**src/rtl/spi_flash_read_seq.sv**
```systemverilog
// Single-word SPI flash read sequencer: opcode, address bytes and four read slots go to the
// byte-level command engine, and the returned bytes are assembled into one 32-bit response.
module spi_flash_read_seq #(
  parameter logic [7:0] READ_OPCODE    = 8'h03,
  parameter int         ADDR_BYTES     = 3,
  parameter int         TIMEOUT_CYCLES = 4096
) (
  input  logic        spi_clk,
  input  logic        spi_reset,
  input  logic        req_valid,
  output logic        req_ready,
  input  logic [31:0] req_addr,
  output logic        rsp_valid,
  input  logic        rsp_ready,
  output logic [31:0] rsp_data,
  output logic        rsp_err,
  output logic        cmd_valid,
  input  logic        cmd_ready,
  output logic [7:0]  cmd_wdata,
  output logic        cmd_rd,
  output logic        cmd_last,
  input  logic        cmd_rvalid,
  input  logic [7:0]  cmd_rdata,
  input  logic        cmd_done,
  output logic [3:0]  state
);

  localparam int TW = $clog2(TIMEOUT_CYCLES + 1);

  typedef enum logic [3:0] {
    IDLE           = 4'b0000,
    SEND_CODE_ADDR = 4'b0001,
    READ_WAIT      = 4'b0010,
    WRITE_DATA     = 4'b0011,
    FINISH_DONE    = 4'b0100
  } state_t;

  state_t         state_q;
  logic [31:0]    addr_q;
  logic [31:0]    data_q;
  logic [2:0]     slot_cnt;
  logic [2:0]     rd_cnt;
  logic [TW-1:0]  timer;

  logic           cmd_hs;
  logic           busy;
  logic           last_slot;
  logic           final_byte;
  logic           activity;
  logic           early_done;
  logic           timed_out;
  logic           abort_now;
  logic [7:0]     next_addr_byte;

  assign rsp_data = data_q;
  assign state    = state_q;

  // Any handshake, byte or closing pulse counts as engine progress and restarts the timeout.
  always_comb begin
    cmd_hs         = cmd_valid && cmd_ready;
    busy           = state_q inside {SEND_CODE_ADDR, READ_WAIT, FINISH_DONE};
    last_slot      = (slot_cnt == 3'(ADDR_BYTES));
    final_byte     = (state_q == READ_WAIT) && cmd_rvalid && (rd_cnt == 3'd3);
    activity       = cmd_hs
                   || ((state_q == READ_WAIT) && cmd_rvalid)
                   || ((state_q == FINISH_DONE) && cmd_done);
    early_done     = cmd_done && !final_byte
                   && ((state_q == SEND_CODE_ADDR) || (state_q == READ_WAIT));
    timed_out      = busy && !activity && (timer == TW'(TIMEOUT_CYCLES - 1));
    abort_now      = early_done || timed_out;
    next_addr_byte = 8'(addr_q >> (8 * (ADDR_BYTES - 1 - int'(slot_cnt))));
  end

  always_ff @(posedge spi_clk or posedge spi_reset) begin
    if (spi_reset) begin
      state_q   <= IDLE;
      addr_q    <= '0;
      data_q    <= '0;
      slot_cnt  <= '0;
      rd_cnt    <= '0;
      timer     <= '0;
      req_ready <= 1'b1;
      rsp_valid <= 1'b0;
      rsp_err   <= 1'b0;
      cmd_valid <= 1'b0;
      cmd_wdata <= '0;
      cmd_rd    <= 1'b0;
      cmd_last  <= 1'b0;
    end else begin
      if (busy) begin
        timer <= activity ? '0 : timer + 1'b1;
      end

      if (abort_now) begin
        // Failed transaction: report an error word of zero and stop talking to the engine.
        state_q   <= WRITE_DATA;
        data_q    <= '0;
        rsp_err   <= 1'b1;
        rsp_valid <= 1'b1;
        cmd_valid <= 1'b0;
        cmd_wdata <= '0;
        cmd_rd    <= 1'b0;
        cmd_last  <= 1'b0;
        timer     <= '0;
      end else begin
        case (state_q)
          IDLE: begin
            if (req_valid && req_ready) begin
              addr_q    <= req_addr & 32'hFFFF_FFFC;
              data_q    <= '0;
              slot_cnt  <= '0;
              rd_cnt    <= '0;
              timer     <= '0;
              rsp_err   <= 1'b0;
              req_ready <= 1'b0;
              cmd_valid <= 1'b1;
              cmd_wdata <= READ_OPCODE;
              cmd_rd    <= 1'b0;
              cmd_last  <= 1'b0;
              state_q   <= SEND_CODE_ADDR;
            end
          end

          SEND_CODE_ADDR: begin
            if (cmd_hs) begin
              if (last_slot) begin
                // The first read slot follows the last address byte without a bubble.
                cmd_rd    <= 1'b1;
                cmd_wdata <= '0;
                cmd_last  <= 1'b0;
                rd_cnt    <= '0;
                state_q   <= READ_WAIT;
              end else begin
                slot_cnt  <= slot_cnt + 1'b1;
                cmd_wdata <= next_addr_byte;
              end
            end
          end

          READ_WAIT: begin
            if (cmd_rvalid) begin
              data_q <= {cmd_rdata, data_q[31:8]};
              if (rd_cnt == 3'd3) begin
                cmd_valid <= 1'b0;
                cmd_last  <= 1'b0;
                if (cmd_done) begin
                  rsp_valid <= 1'b1;
                  state_q   <= WRITE_DATA;
                end else begin
                  state_q   <= FINISH_DONE;
                end
              end else begin
                rd_cnt    <= rd_cnt + 1'b1;
                cmd_valid <= 1'b1;
                cmd_last  <= (rd_cnt == 3'd2);
              end
            end else if (cmd_hs) begin
              cmd_valid <= 1'b0;
            end
          end

          FINISH_DONE: begin
            if (cmd_done) begin
              rsp_valid <= 1'b1;
              cmd_rd    <= 1'b0;
              state_q   <= WRITE_DATA;
            end
          end

          WRITE_DATA: begin
            if (rsp_valid && rsp_ready) begin
              rsp_valid <= 1'b0;
              req_ready <= 1'b1;
              cmd_rd    <= 1'b0;
              state_q   <= IDLE;
            end
          end

          default: begin
            state_q   <= IDLE;
            req_ready <= 1'b1;
            rsp_valid <= 1'b0;
            cmd_valid <= 1'b0;
            cmd_rd    <= 1'b0;
            cmd_last  <= 1'b0;
            timer     <= '0;
          end
        endcase
      end
    end
  end

endmodule

```
**config.mk**
```make
export PLATFORM = sky130hd
export DESIGN_NAME = spi_flash_read_seq
export DESIGN_NICKNAME = d
export VERILOG_FILES = /design/src/rtl/spi_flash_read_seq.sv
export SDC_FILE = /design/constraint.sdc
export NUM_CORES = 1
export LEC_CHECK = 0
export CAP_MARGIN = 25
export CORE_UTILIZATION = 51
export DETAILED_ROUTE_END_ITERATION = 10
export PLACE_DENSITY_LB_ADDON = 0.25
export SYNTH_ARGS = -nofsm -noshare
export SYNTH_HDL_FRONTEND = slang
export SYNTH_SLANG_ARGS = --single-unit
```
**constraint.sdc**
```tcl
create_clock -name spi_clk -period 3.85 [get_ports spi_clk]
set_input_delay 0.5775 -clock spi_clk [delete_from_list [all_inputs] [get_ports spi_clk]]
set_output_delay 0.5775 -clock spi_clk [all_outputs]
set_load 0.02 [all_outputs]
```
==> flow_summary.yaml <==
power:
  swShare: 0.402
  clkPwrFrac: 0.183
  internal-power_mw: 2.34
  power.leakage_nw: 2.66
  power_frac_comb: 0.433
  power.density_mw_per_mm2: 670
  p_switching_mw: 1.57
  vdd_drop_max_mv: 0.289
  p_seq_frac: 0.384
finish:
  drive_gt1_frac: 0.0786
  fin_util: 0.669
  antenna_cells: 0
  fill_cells: 701
  final_nets: 595
  areaGrowthSynthToFinish_pct: 27.1
timing:
  fin_setup_tns_ns: 0
  period_share: 0.735
  period_needed_ns: 2.83
  finalSetupViolations: 0
  rsz0062_at_grt: "false"
  slew_viol_final: 0
  hold_viol_final: 0
  finClkSkew_ns: 0.0146
  clock.fmax_mhz: 353
  slew_headroom: 0.269
  worst_pin_slew_ns: 1.07
grt:
  globalRouteTotalUtil: 0.233
  antenna_found_initial: 0
  grt_pass1_wl_um: 17700
  grt_pass1_vias: 3696
  grt_overflow: 0
  grt_max_degree: 70
floorplanning:
  core_mm2: 0.00872
  io_pins: 97
  dieWidth_um: 96.9
  fp-row-count: 34
  dieArea_mm2: 0.00938
  dieHeight_um: 96.9
  initial_core_util: 0.526
drt:
  drt_wl_total_um: 10300
  ant_nets: 0
  vias: 3820
  drtIter0Drc: 201
  wl_per_cell_um: 15.7
  drtPass1Iterations: 4
  drc: 0
  vias_per_cell: 5.83
logic_synthesis:
  async_flop_share: 1.00
  yosysSeqAreaShare: 0.535
  synthesis.nets: 507
  syn_area_mm2: 0.00459
  yosysTopAreaCell: "dfrtp_1"
  syn_inst: 454
  ys_dominant_reg_cell: "dfrtp_1"
  synthTopCellsByArea: "dfrtp_1 (53%), nand2_1 (8.9%), a22o_1 (6.1%)"
  yosys-top-cells-count: "nand2_1 (109), dfrtp_1 (97), nor2_1 (38), a22o_1 (32), o21ai_0 (20)"
  synth-seq-cells: 98
  synth_edf_count: 0
  synth.top_cell.area_share: 0.529
  yosysUniqueCellTypes: 51
  syn_area_per_cell_um2: 10.1
  synth_most_common_cell: "nand2_1"
  yosys_warnings: 0
placement:
  place_hpwl_um: 7330
  portBuffers: 93
  gp_congestion: 0.888
critical_path:
  critPathSlowestCell: "or3b_1"
  critPathMaxStageDelay_ns: 0.59
  cp_max_fo: 19
  arrival_ns: 3.14
  crit_chain: "or3b_1 > o221ai_4 > and4b_4 > o31ai_4 > buf_8 > a22o_1"
  required_ns: 4.16
  crit_path_start_kind: "register"
  path_class: "reg2reg"
  end_kind: "register"
cts:
  cts.clk_slew.worst_paths_ns: 0.10
  cts_tree: "done"
  cts_sinks: 98
  postCtsHoldBufs: 0
  cts_resized: 0
  numCtsBuffers: 9
  cts.path.max_buffers: 2
  clk_latency_ns: 0.37
  htree_levels: 3
  cts_root_buf: "clkbuf_8"
  post_cts.repair.setup_buffers: 0
outcome:
  status: "finished clean"
job:
  maxCapViolations: 0
min_path:
  hold_path_class: "reg2reg"
[path summary, 6_finish.rpt]
kind                                start           end  slack, ns  cells past startpoint
worst max-delay path             state[2]  rsp_data[30]       1.02                      6
worst min-delay path            addr_q[4]     addr_q[4]       0.48                      2
worst max register to register   state[2]  rsp_data[30]       1.02                      6
worst min register to register  addr_q[4]     addr_q[4]       0.48                      2
max in group asynchronous       spi_reset      timer[8]       2.38                      3
min in group asynchronous       spi_reset      state[1]       0.72                      2
[critical path: cells and delay by family (launching register included)]
kind / cells / cell delay, ns
AO/OA/AOI/OAI: 3 / 1.06
AND/OR/NAND/NOR: 2 / 0.88
flip-flops: 1 / 0.58
buffers and inverters: 1 / 0.24
[area by class of cell]
cell class	instances	area, µm²	share of cell area
Multi-Input combinational cell	321	1970	0.339
Clock buffer	9	124	0.0212
Sequential cell	98	2450	0.421
Timing Repair Buffer	102	1010	0.172
Clock inverter	7	98.8	0.0169
Inverter	10	40.0	0.00687
Tap cell	108	135	0.0232
[flip-flops by register name, indices dropped and copies added (netlist names)]
name	cells
state	3
req_ready	1
slot_cnt	3
cmd_wdata	8
cmd_valid	1
timer	13
addr_q	30
rd_cnt	3
rsp_data	32
cmd_last	1
cmd_rd	1
rsp_err	1
rsp_valid	1
[power groups by stage]
stage,logic (mW),clock network (mW),registers [mW]
2_1_floorplan,1.13,0,1.56
3_3_place_gp,1.63,0,1.51
3_5_place_dp,1.69,0,1.52
4_1_cts,1.70,0.728,1.50
5_1_grt,1.87,0.769,1.54
6_report,1.69,0.715,1.50
[routing by layer]
layer  GRT usage  wire length (µm)
met1       0.328              4610
met2       0.366              4840
met3      0.0368               675
met4      0.0884               189
met5           0                 0
[metrics by stage]
step                instances  setup slack [ns]  cell area, µm²  hold slack (ns)  power, mW
floorplan                 454             0.712            4590            0.440       2.69
global placement          638             0.660            5590            0.454       3.14
detailed placement        639             0.904            5610            0.462       3.21
CTS                       655              1.01            5830            0.485       3.92
global route              655             0.855            5830            0.495       4.18
finish                    655              1.02            5830            0.482       3.91
[logic make-up (layout without fill, tap and decap cells)]
logic type | after synthesis | after routing | synth area share
other | 1 | 1 | 0.000817
DFF | 98 | 98 | 0.535
adders and majority gates | 7 | 7 | 0.0185
muxes | 14 | 14 | 0.0483
and+or+nand+nor | 193 | 193 | 0.188
buffers and inverters | 35 | 128 | 0.0382
AOI/OAI and AO/OA | 99 | 99 | 0.158
xor gates and xnor gates | 7 | 7 | 0.0134
[cell usage in the layout (no fill, tap or decap), drive strengths merged, types with 4 or more instances in the layout]
cell | Yosys | layout
nand2 | 109 | 109
dfrtp | 97 | 97
clkdlybuf4s50 | 0 | 93
nor2 | 38 | 38
a22o | 32 | 32
o21ai | 21 | 21
a21oi | 17 | 17
inv | 10 | 12
a22oi | 9 | 9
clkbuf | 16 | 9
buf | 9 | 9
nand3 | 8 | 8
xor2 | 7 | 7
nand4 | 7 | 7
mux4 | 6 | 6
ha | 6 | 6
nor3 | 5 | 5
mux2 | 5 | 5
nor2b | 5 | 5
a211oi | 4 | 4
No activity file was read; power rests on OpenSTA's default activity.
